### src/rtl/regbank_wb_scheduler.sv
// Write-back scheduler for the register bank: arbitrates ALU (A) and held long-latency (B)
// results, keeps a busy scoreboard and flags read hazards. Define WB_BYPASS_EN to forward in-flight data.
module regbank_wb_scheduler #(
   parameter int ADDR_W   = 5,
   parameter int DATA_W   = 32,
   parameter int MAX_WAIT = 4
) (
   input  logic              clk,
   input  logic              rst,
   input  logic              a_valid,
   output logic              a_ready,
   input  logic [ADDR_W-1:0] a_addr,
   input  logic [DATA_W-1:0] a_data,
   input  logic              b_valid,
   output logic              b_ready,
   input  logic [ADDR_W-1:0] b_addr,
   input  logic [DATA_W-1:0] b_data,
   input  logic              iss_valid,
   output logic              iss_ready,
   input  logic [ADDR_W-1:0] iss_addr,
   input  logic [ADDR_W-1:0] rd1_addr,
   input  logic [ADDR_W-1:0] rd2_addr,
   output logic              hazard,
   output logic              wb_en,
   output logic [ADDR_W-1:0] wb_addr,
   output logic [DATA_W-1:0] wb_data,
   output logic              fwd1_valid,
   output logic              fwd2_valid,
   output logic [DATA_W-1:0] fwd1_data,
   output logic [DATA_W-1:0] fwd2_data
);

   localparam int          DEPTH      = 2 ** ADDR_W;
   localparam logic [3:0]  MAX_WAIT_C = 4'(MAX_WAIT);
   localparam logic [ADDR_W-1:0] ZERO_A = {ADDR_W{1'b0}};

   logic [DEPTH-1:0]  busy_r;
   logic [DEPTH-1:0]  busy_nxt_s;
   logic              hold_valid_r;
   logic [ADDR_W-1:0] hold_addr_r;
   logic [DATA_W-1:0] hold_data_r;
   logic [3:0]        wait_r;
   logic              starve_s;
   logic              waw_s;
   logic              a_win_s;
   logic              b_win_s;
   logic              iss_set_s;
   logic              hz1_s;
   logic              hz2_s;

   // Arbitration: A wins by default, unless the starvation or WAW guard blocks it
   always_comb begin
      starve_s  = hold_valid_r && (wait_r == MAX_WAIT_C);
      waw_s     = busy_r[a_addr] && (a_addr != ZERO_A);
      a_ready   = !starve_s && !waw_s;
      a_win_s   = a_valid && a_ready;
      b_win_s   = hold_valid_r && !a_win_s;
      b_ready   = !hold_valid_r;
      iss_ready = !busy_r[iss_addr];
      iss_set_s = iss_valid && iss_ready && (iss_addr != ZERO_A);
   end

   // Scoreboard next state: a B commit clears, a same-cycle issue to that address re-sets
   always_comb begin
      busy_nxt_s = busy_r;
      for (int i = 0; i < DEPTH; i++) begin
         busy_nxt_s[i] = (busy_r[i] && !(b_win_s && (hold_addr_r == ADDR_W'(i))))
                         || (iss_set_s && (iss_addr == ADDR_W'(i)));
      end
   end

   // Scoreboard, hold register and wait counter state
   always_ff @(posedge clk) begin
      if (rst) begin
         busy_r       <= {DEPTH{1'b0}};
         hold_valid_r <= 1'b0;
         hold_addr_r  <= ZERO_A;
         hold_data_r  <= {DATA_W{1'b0}};
         wait_r       <= 4'd0;
      end else begin
         busy_r <= busy_nxt_s;
         if (b_win_s) begin
            hold_valid_r <= 1'b0;
            wait_r       <= 4'd0;
         end else if (hold_valid_r) begin
            wait_r       <= wait_r + 4'd1;
         end else if (b_valid) begin
            hold_valid_r <= 1'b1;
            hold_addr_r  <= b_addr;
            hold_data_r  <= b_data;
            wait_r       <= 4'd0;
         end else begin
            wait_r       <= 4'd0;
         end
      end
   end

   // Commit register driving the bank write port; address 0 commits are silent
   always_ff @(posedge clk) begin
      if (rst) begin
         wb_en   <= 1'b0;
         wb_addr <= ZERO_A;
         wb_data <= {DATA_W{1'b0}};
      end else if (a_win_s) begin
         wb_en   <= (a_addr != ZERO_A);
         wb_addr <= a_addr;
         wb_data <= a_data;
      end else if (b_win_s) begin
         wb_en   <= (hold_addr_r != ZERO_A);
         wb_addr <= hold_addr_r;
         wb_data <= hold_data_r;
      end else begin
         wb_en   <= 1'b0;
      end
   end

   // Read hazards and in-flight forwarding
   always_comb begin
`ifdef WB_BYPASS_EN
      fwd1_valid = wb_en && (rd1_addr == wb_addr) && (rd1_addr != ZERO_A);
      fwd2_valid = wb_en && (rd2_addr == wb_addr) && (rd2_addr != ZERO_A);
      fwd1_data  = fwd1_valid ? wb_data : {DATA_W{1'b0}};
      fwd2_data  = fwd2_valid ? wb_data : {DATA_W{1'b0}};
      hz1_s      = (rd1_addr != ZERO_A) && busy_r[rd1_addr];
      hz2_s      = (rd2_addr != ZERO_A) && busy_r[rd2_addr];
`else
      fwd1_valid = 1'b0;
      fwd2_valid = 1'b0;
      fwd1_data  = {DATA_W{1'b0}};
      fwd2_data  = {DATA_W{1'b0}};
      hz1_s      = (rd1_addr != ZERO_A)
                   && (busy_r[rd1_addr] || (wb_en && (rd1_addr == wb_addr)));
      hz2_s      = (rd2_addr != ZERO_A)
                   && (busy_r[rd2_addr] || (wb_en && (rd2_addr == wb_addr)));
`endif
      hazard = hz1_s || hz2_s;
   end

endmodule

### config.mk
export PLATFORM = sky130hd
export DESIGN_NAME = regbank_wb_scheduler
export DESIGN_NICKNAME = d
export VERILOG_FILES = /design/src/rtl/regbank_wb_scheduler.sv
export SDC_FILE = /design/constraint.sdc
export NUM_CORES = 1
export LEC_CHECK = 0
export CORE_MARGIN = 1.5
export CORE_UTILIZATION = 46
export CTS_CLUSTER_DIAMETER = 120
export DETAILED_ROUTE_END_ITERATION = 6
export PLACE_DENSITY = 0.79
export SLEW_MARGIN = 20
export SYNTH_ARGS = -nofsm -noshare
export SYNTH_HDL_FRONTEND = slang
export SYNTH_SLANG_ARGS = --single-unit
### constraint.sdc
create_clock -name clk -period 2.67 [get_ports clk]
set_input_delay 0.267 -clock clk [delete_from_list [all_inputs] [get_ports clk]]
set_output_delay 0.267 -clock clk [all_outputs]
set_load 0.01 [all_outputs]
==> flow_metrics.py, run 1 <==
metrics = {
    "placement": {
        "place_congestion": 0.984,
        "post_dp_cell_area_um2": 7860,
        "placed_cells": 987,
        "port_buffers": 135,
        "pre_cts_ws_ns": -0.341,
        "dp_hpwl_um": 12800,
    },
    "yosys": {
        "synthFlopType": "dfxtp_1",
        "postSynthAreaPerCell_um2": 9.38,
        "ys_warn_count": 0,
        "synth_area_leaders": "dfxtp_1 (35%), mux4_2 (9.9%), mux2i_1 (9.1%)",
        "async_flop_share_pct": 0,
        "ys_seq_area_share_pct": 35.1,
        "syn_inst": 681,
        "yosys.area.top_type": "dfxtp_1",
        "synth_edf_count": 0,
        "ys_seq_elements": 112,
        "yosys.area.top_type_share_pct": 35.1,
        "ys_types": 48,
        "synth_area_um2": 6390,
    },
    "cells_and_area": {
        "seq_area_um2": 2240,
        "area_growth_pct": 27.8,
        "fin_cells": 1003,
        "fin_area_um2": 8160,
        "multi_input_area_um2": 3610,
        "diodes": 0,
        "fill_cells": 1142,
        "drive_gt1_share_pct": 15.5,
        "nets": 918,
    },
    "die": {
        "dieArea_um2": 14600,
        "die_h_um": 121,
        "ios": 202,
        "coreArea_um2": 13400,
        "dieWidth_um": 121,
        "start_util_pct": 47.7,
        "fp-row-count": 42,
    },
    "sta": {
        "setup_ws_ns": 0.0940,
        "setup_viol": 0,
        "fmax_mhz": 388,
        "finClkSkew_ns": 0.00790,
        "final.period_utilization_pct": 96.5,
        "hold_viol_final": 0,
        "rsz0062_at_grt": "false",
        "slew_headroom_pct": 44.0,
        "maxSlewViolCount": 0,
        "final.min_clock_period_ns": 2.58,
        "tightestPinTransition_ns": 0.839,
        "setup_tns_ns": 0,
    },
    "global_routing": {
        "gr-total-overflow": 0,
        "track_usage_pct": 24.1,
        "grt_antenna_before_repair": 0,
        "first_global_vias": 5354,
        "grt_pass1_wl_um": 27700,
        "grt_max_degree": 57,
    },
    "clock_tree": {
        "worst_skew_pair.late_latency_ns": 0.34,
        "postCtsSetupBuffers": 0,
        "cts_buffer_depth": 2,
        "cts_tree": "done",
        "cts_buffers": 9,
        "ctsHoldBuffers": 0,
        "cts.sinks": 112,
        "path_clk_slew_ns": 0.07,
        "root_buffer": "clkbuf_16",
        "htree_num_levels": 3,
    },
    "pwr": {
        "p_seq_share_pct": 45.8,
        "ir_drop_v": 0.000372,
        "switching_share_pct": 28.0,
        "p_total_mw": 4.01,
        "power_density_nw_per_um2": 491,
        "p_leak_nw": 3.06,
        "comb_power_share_pct": 21.2,
        "p_clk_share_pct": 33.0,
        "p_int_mw": 2.89,
        "power.switching_mw": 1.12,
    },
    "worst_setup_path": {
        "critPathLaunchType": "input port",
        "crit_type": "input port to output pin",
        "required_ns": 2.40,
        "end_kind": "output pin",
        "critPathMaxFanout": 11,
        "worstPathArrival_ns": 2.31,
    },
    "detailed_routing": {
        "num_vias": 5545,
        "drc": 0,
        "drt_iter0_drc": 412,
        "wirelength_um": 17500,
        "ant_nets": 0,
        "drt-vias-per-instance": 5.53,
        "dr.pass1.iters": 5,
        "wl_per_cell_um": 17.5,
    },
    "hold_path": {
        "min-delay-path-class": "input port to register",
    },
    "outcome": {
        "outcome": "complete, no violations",
    },
    "run": {
        "max-cap-violations": 0,
    },
}
[area by class of cell]
class | count | share of cell area (%)
Timing Repair Buffer | 184 | 21.8
Clock buffer | 11 | 3.10
Sequential cell | 112 | 27.5
Inverter | 5 | 0.230
Tap cell | 176 | 2.70
Multi-Input combinational cell | 510 | 44.2
Clock inverter | 5 | 0.475
[cells in the final DEF, fill, tap and decap left out, types with 9 or more instances in the layout]
| master | instances |
|---|---|
| o311ai_0 | 16 |
| dfxtp_1 | 111 |
| clkdlybuf4s50_1 | 129 |
| conb_1 | 66 |
| clkbuf_16 | 9 |
| mux4_2 | 28 |
| buf_4 | 44 |
| nand2_1 | 90 |
| o311ai_1 | 15 |
| a21oi_1 | 41 |
| xor2_1 | 9 |
| a211oi_1 | 19 |
| mux2i_1 | 58 |
| nor2_1 | 49 |
| a211oi_2 | 20 |
| o21ai_1 | 25 |
| nand3_1 | 14 |
[state kept, by name, summed over array words and instances (netlist names)]
| register | flops |
|---|---|
| hold_addr_r | 5 |
| wb_en | 1 |
| busy_r | 32 |
| hold_data_r | 32 |
| wb_data | 32 |
| wait_r | 4 |
| hold_valid_r | 1 |
| wb_addr | 5 |
[what timing repair did]
item,4_1_cts,5_1_grt
endpoints found under the setup margin,3,2
pin swaps,0,1
resized for setup,8,6
[Yosys cell counts (2+ instances only)]
cell      number
nor4_1         5
nand3_1       14
mux4_2        28
a31oi_1        3
o311ai_1      15
o21ai_1       24
clkbuf_1      27
buf_2          9
nor2b_1        8
xor2_1         9
ha_1           2
mux2i_1       58
nand4b_1       2
nand2b_1       2
a211oi_2      20
a211oi_1      19
nand3b_1       5
o311ai_0      16
xnor2_1        3
nor3_1         3
dfxtp_1      112
inv_1          5
mux2_2         2
buf_4         68
o21ai_0        9
a21oi_1       41
nand2_1       90
buf_1          7
nor2_1        49
or2_2          2
buf_6          7
[critical path, stage by stage]
cell	delay [ns]
clkdlybuf4s50_1	0.51
buf_12	0.16
mux2i_1	0.09
mux4_2	0.53
a22oi_4	0.20
nand3_1	0.10
and2_1	0.18
clkdlybuf4s15_1	0.26
[power groups by stage]
stage / sequential (mW) / combinational [mW] / clock [mW]
6_report: 1.84 / 0.851 / 1.32
5_1_grt: 1.85 / 0.922 / 1.40
4_1_cts: 1.84 / 0.851 / 1.33
3_5_place_dp: 1.87 / 0.847 / 0
3_3_place_gp: 1.87 / 0.838 / 0
2_1_floorplan: 1.87 / 0.527 / 0
[final timing paths]
| path | cells past startpoint | slack [ns] | from | to |
|---|---|---|---|---|
| setup reg to reg | 8 | 0.24 | busy_r[12]$_SDFF_PP0_ | busy_r[31]$_SDFF_PP0_ |
| setup / recovery | 8 | 0.09 | a_addr[0] | a_ready |
| hold reg to reg | 2 | 0.46 | hold_data_r[18]$_SDFFE_PP0P_ | hold_data_r[18]$_SDFFE_PP0P_ |
| hold / removal | 2 | 0.36 | rst | hold_data_r[29]$_SDFFE_PP0P_ |
[stage by stage]
| step | hold slack [ns] | util [%] |
|---|---|---|
| 2_1_floorplan | 0.403 | - |
| 3_3_place_gp | 0.444 | 58.7 |
| 3_5_place_dp | 0.449 | 58.7 |
| 4_1_cts | 0.343 | 60.9 |
| 5_1_grt | 0.358 | 60.9 |
| 6_report | 0.359 | 60.9 |
[per-layer routing]
metal	up-vias	GRT usage, %	routed length [µm]
li1	2632	-	-
met3	39	7.19	1740
met2	268	38.1	8320
met4	0	11.1	568
met5	-	0	0
met1	2606	30.3	6880
[cells by family (layout without fill, tap and decap cells)]
group	Yosys count	count (layout)	synth area share, %
other cells	1	66	0.0587
buf+inv	124	205	12.5
compound gates	158	158	18.5
simple gates	184	184	12.5
mux	88	88	19.3
flops	112	112	35.1
fa+ha+maj	2	2	0.392
xor+xnor	12	12	1.65
Power figures use the tool's default switching activity.
==> inputs of run 2 (changes only) <==
Settings changed: CORE_MARGIN 1.5 to default, GPL_ROUTABILITY_DRIVEN from default to 0, GPL_TIMING_DRIVEN from default to 0.
==> flow_metrics.py, run 2 (synthesis results as in run 1) <==
metrics = {
    "outcome": {
        "outcome": "complete, no violations",
    },
    "cells_and_area": {
        "multi_input_area_um2": 3600,
        "drive_gt1_share_pct": 18.4,
        "final_common_cell": "clkdlybuf4s50_1",
        "area_growth_pct": 32.3,
        "utilization_pct": 63.1,
        "top_regs": "busy_r (32), hold_data_r (32), wb_data (32)",
        "seq_area_um2": 2240,
        "fill_cells": 1130,
        "mostFrequentLayoutCells": "clkdlybuf4s50_1 (119), dfxtp_1 (111), nand2_1 (90)",
        "diodes": 0,
        "nets": 978,
    },
    "global_routing": {
        "grt_pass1_wl_um": 28200,
        "gr-total-overflow": 0,
        "grt_max_degree": 19,
        "grt_antenna_before_repair": 0,
        "track_usage_pct": 25.0,
        "first_global_vias": 5434,
    },
    "clock_tree": {
        "cts_tree": "done",
        "htree_num_levels": 3,
        "cts_buffer_depth": 2,
        "postCtsSetupBuffers": 0,
        "path_clk_slew_ns": 0.07,
        "worst_skew_pair.late_latency_ns": 0.35,
        "cts_buffers": 9,
        "root_buffer": "clkbuf_16",
        "cts.sinks": 112,
    },
    "sta": {
        "rsz0062_at_grt": "false",
        "hold_viol_final": 0,
        "setup_viol": 0,
        "setup_ws_ns": 0.0655,
        "maxSlewViolCount": 0,
        "slew_headroom_pct": 47.0,
        "finClkSkew_ns": 0.0101,
        "final.min_clock_period_ns": 2.60,
        "final.period_utilization_pct": 97.5,
        "fmax_mhz": 384,
        "tightestPinTransition_ns": 0.795,
    },
    "pwr": {
        "ir_drop_v": 0.000328,
        "p_leak_nw": 3.27,
        "power_density_nw_per_um2": 492,
    },
    "detailed_routing": {
        "drc": 0,
        "drt_iter0_drc": 380,
        "num_vias": 5718,
        "dr.pass1.iters": 4,
        "ant_nets": 0,
        "wl_per_cell_um": 16.6,
        "wirelength_um": 17600,
        "drt-vias-per-instance": 5.38,
    },
    "die": {
        "fp-row-count": 42,
        "die_h_um": 120,
        "dieArea_um2": 14400,
        "ios": 202,
        "dieWidth_um": 120,
        "coreArea_um2": 13400,
        "start_util_pct": 47.7,
    },
    "worst_setup_path": {
        "critPathMaxFanout": 5,
        "required_ns": 2.40,
        "worstPathArrival_ns": 2.34,
        "end_kind": "output pin",
        "crit_type": "register to output pin",
        "critPathLaunchType": "register",
    },
    "placement": {
        "port_buffers": 125,
        "pre_cts_ws_ns": -0.290,
        "dp_hpwl_um": 13200,
    },
    "hold_path": {
        "min-delay-path-class": "input port to register",
    },
    "run": {
        "max-cap-violations": 0,
    },
}
## run 2: cell count changes in the layout (fill, tap and decap cells not counted), sizes merged
cell / delta
clkdlybuf4s15: -1
bufinv: +1
clkinvlp: -1
clkinv: -1
dlygate4sd2: +2
dlymetal6s2s: +1
inv: +1
clkdlybuf4s50: -10
buf: +41
clkbuf: +27
## run 2: final cells by class
| cell class | count | area share [%] |
|---|---|---|
| Multi-Input combinational cell | 510 | 42.7 |
| Timing Repair Buffer | 125 | 14.8 |
| Sequential cell | 112 | 26.5 |
| Tap cell | 176 | 2.61 |
| Clock inverter | 5 | 0.725 |
| Buffer | 119 | 9.45 |
| Clock buffer | 11 | 2.99 |
| Inverter | 5 | 0.222 |
## run 2: path summary, 6_finish.rpt
path                                      from                           end  slack (ns)  cells past startpoint
setup / recovery          busy_r[5]$_SDFF_PP0_                        hazard        0.07                      6
hold / removal                       a_addr[2]       wb_addr[2]$_SDFFE_PP0P_        0.33                      3
setup reg to reg         busy_r[22]$_SDFF_PP0_          busy_r[6]$_SDFF_PP0_        0.39                      7
hold reg to reg   hold_data_r[10]$_SDFFE_PP0P_  hold_data_r[10]$_SDFFE_PP0P_        0.46                      2
## run 2: metal layers
metal	track usage (%)	part of all wire, %	vias up
li1	-	-	2746
met1	31.2	40	2675
met2	41.8	48	274
met3	7.13	9.4	23
met4	7.73	2.0	0
met5	0	0	-
## run 2: what timing repair did
| action | in CTS | in global routing |
|---|---|---|
| hold buffers | 0 | 0 |
| gates resized for setup | 13 | 3 |
| setup endpoints to repair | 3 | 2 |
## run 2: metrics by stage
stage	cells	instance area (µm²)	setup TNS (ns)	total power [mW]	hold slack [ns]
after floorplan	746	6630	0	2.40	0.403
after global placement	1047	8100	-6.14	2.76	0.441
after detailed placement	1047	8100	-8.00	2.77	0.448
after CTS	1063	8440	0	4.16	0.325
after global routing	1063	8450	0	4.33	0.365
final	1063	8450	0	4.16	0.330
## run 2: report_power, final
group          leakage (nW)  total, mW  switching, mW  internal, mW
Sequential            0.918       1.83         0.0662          1.76
Clock                 0.157       1.42          0.627         0.789
Combinational          2.20      0.914          0.450         0.463
## run 2: critical path, cell delays in order (launching register included)
cell	delay, ns
dfxtp_1	0.38
mux4_2	0.50
mux4_2	0.46
o21ai_0	0.16
o2bb2ai_1	0.13
o21ai_0	0.09
dlygate4sd2_1	0.28
==> inputs of run 3 (changes only) <==
Settings changed: CELL_PAD_IN_SITES_DETAIL_PLACEMENT from default to 1, CELL_PAD_IN_SITES_GLOBAL_PLACEMENT from default to 1, CORE_UTILIZATION 46 to 35, PLACE_DENSITY 0.79 to default, PLACE_DENSITY_LB_ADDON from default to 0.1.
==> flow_metrics.py, run 3 (synthesis results as in run 1) <==
metrics = {
    "outcome": {
        "outcome": "complete, no violations",
    },
    "global_routing": {
        "first_global_vias": 6017,
        "grt_antenna_before_repair": 1,
        "grt_pass1_wl_um": 32400,
        "grt_max_degree": 17,
        "gr-total-overflow": 0,
        "track_usage_pct": 22.8,
    },
    "cells_and_area": {
        "fin_cells": 1117,
        "top_regs": "busy_r (32), hold_data_r (32), wb_data (32)",
        "nets": 980,
        "area_growth_pct": 33.6,
        "diodes": 0,
        "mostFrequentLayoutCells": "clkdlybuf4s50_1 (119), dfxtp_1 (97), nand2_1 (90)",
        "drive_gt1_share_pct": 19.7,
        "final_common_cell": "clkdlybuf4s50_1",
        "utilization_pct": 47.7,
        "fill_cells": 2061,
        "seq_area_um2": 2260,
        "multi_input_area_um2": 3610,
    },
    "worst_setup_path": {
        "end_kind": "output pin",
        "required_ns": 2.40,
        "worstPathArrival_ns": 2.35,
        "critPathLaunchType": "register",
        "cp_common_cell": "mux4_2",
        "crit_type": "register to output pin",
        "cp_top_family": "multiplexers",
        "cp.buffers_inverters": 1,
        "crit_slowest_cell": "mux4_2",
        "critPathMaxFanout": 5,
        "path_cells": "mux4_2 > mux4_2 > o21ai_1 > o2bb2ai_1 > o21ai_0 > dlygate4sd2_1",
        "slowest_delay_ns": 0.49,
    },
    "sta": {
        "final.period_utilization_pct": 98.1,
        "finClkSkew_ns": 0.00706,
        "maxSlewViolCount": 0,
        "fmax_mhz": 382,
        "setup_tns_ns": 0,
        "setup_viol": 0,
        "hold_viol_final": 0,
        "final.min_clock_period_ns": 2.62,
        "tightestPinTransition_ns": 0.813,
        "slew_headroom_pct": 45.8,
    },
    "detailed_routing": {
        "drt_iter0_drc": 236,
        "drt-vias-per-instance": 5.19,
        "wirelength_um": 21100,
        "highest_layer": "met5",
        "num_vias": 5796,
        "wl_per_cell_um": 18.9,
        "drt-met1-wl_um": 8860,
        "drc": 0,
        "ant_nets": 0,
        "met3WireLength_um": 1470,
        "wl_met2_um": 10300,
        "dr.pass1.iters": 4,
    },
    "placement": {
        "placed_cells": 1100,
        "dp_hpwl_um": 16100,
        "port_buffers": 125,
    },
    "clock_tree": {
        "worst_skew_pair.late_latency_ns": 0.36,
        "cts.sinks": 112,
        "cts_tree": "done",
        "cts_buffer_depth": 2,
        "path_clk_slew_ns": 0.07,
        "htree_num_levels": 3,
        "root_buffer": "clkbuf_16",
        "cts_buffers": 9,
    },
    "die": {
        "fp-row-count": 49,
        "ios": 202,
        "dieArea_um2": 18800,
        "die_h_um": 137,
        "start_util_pct": 35.7,
        "coreArea_um2": 17900,
        "dieWidth_um": 137,
    },
    "run": {
        "max-cap-violations": 0,
    },
    "pwr": {
        "power_density_nw_per_um2": 488,
        "p_leak_nw": 3.27,
        "ir_drop_v": 0.000240,
    },
    "hold_path": {
        "min-delay-path-class": "input port to register",
    },
}
run 3: stage by stage:
| stage | worst slack [ns] | area (µm²) | hold WS (ns) | total power [mW] |
|---|---|---|---|---|
| after CTS | 0.000544 | 8510 | 0.353 | 4.19 |
| after global routing | -0.000431 | 8530 | 0.381 | 4.33 |
| after floorplan | 0.501 | 6630 | 0.403 | 2.40 |
| after global placement | -0.321 | 8170 | 0.443 | 2.78 |
| final | 0.0517 | 8530 | 0.363 | 4.17 |
| after detailed placement | -0.385 | 8170 | 0.450 | 2.80 |
run 3: cell type report:
cell class | count | area share, %
Multi-Input combinational cell | 510 | 42.3
Tap cell | 229 | 3.36
Sequential cell | 112 | 26.5
Clock inverter | 2 | 0.455
Buffer | 119 | 9.35
Inverter | 5 | 0.220
Clock buffer | 13 | 3.05
Timing Repair Buffer | 127 | 14.8
run 3: power by group:
group / switching (mW) / internal (mW) / leakage, nW
clock: 0.613 / 0.777 / 0.146
sequential: 0.0721 / 1.76 / 0.925
combinational: 0.472 / 0.466 / 2.20
total: 1.16 / 3.01 / 3.27
run 3: layer usage:
metal	up-vias	GRT usage, %
met3	32	4.56
met2	195	39.9
li1	2737	-
met5	-	0
met1	2830	27.7
met4	2	8.00
run 3: worst register-to-register path: cells and delay by family (launching register included):
family,cells,cell delay (ns)
buffers and inverters,2,0.33
flip-flops,1,0.45
AO/OA/AOI/OAI,4,0.89
multiplexers,2,0.63
run 3: repair_timing:
action | in CTS | in global routing
hold buffers | 0 | 0
setup buffers | 2 | 0
setup endpoints to repair | 4 | 2
pin swaps | 1 | 0
resized for setup | 14 | 17
run 3: worst paths after layout:
| kind | from | endpoint | slack (ns) | cells after the start |
|---|---|---|---|---|
| worst min register to register | hold_data_r[31]$_SDFFE_PP0P_ | hold_data_r[31]$_SDFFE_PP0P_ | 0.46 | 2 |
| worst min-delay path | a_addr[2] | wb_addr[2]$_SDFFE_PP0P_ | 0.36 | 3 |
| worst max-delay path | busy_r[8]$_SDFF_PP0_ | hazard | 0.05 | 6 |
| worst max register to register | busy_r[8]$_SDFF_PP0_ | busy_r[21]$_SDFF_PP0_ | 0.24 | 8 |
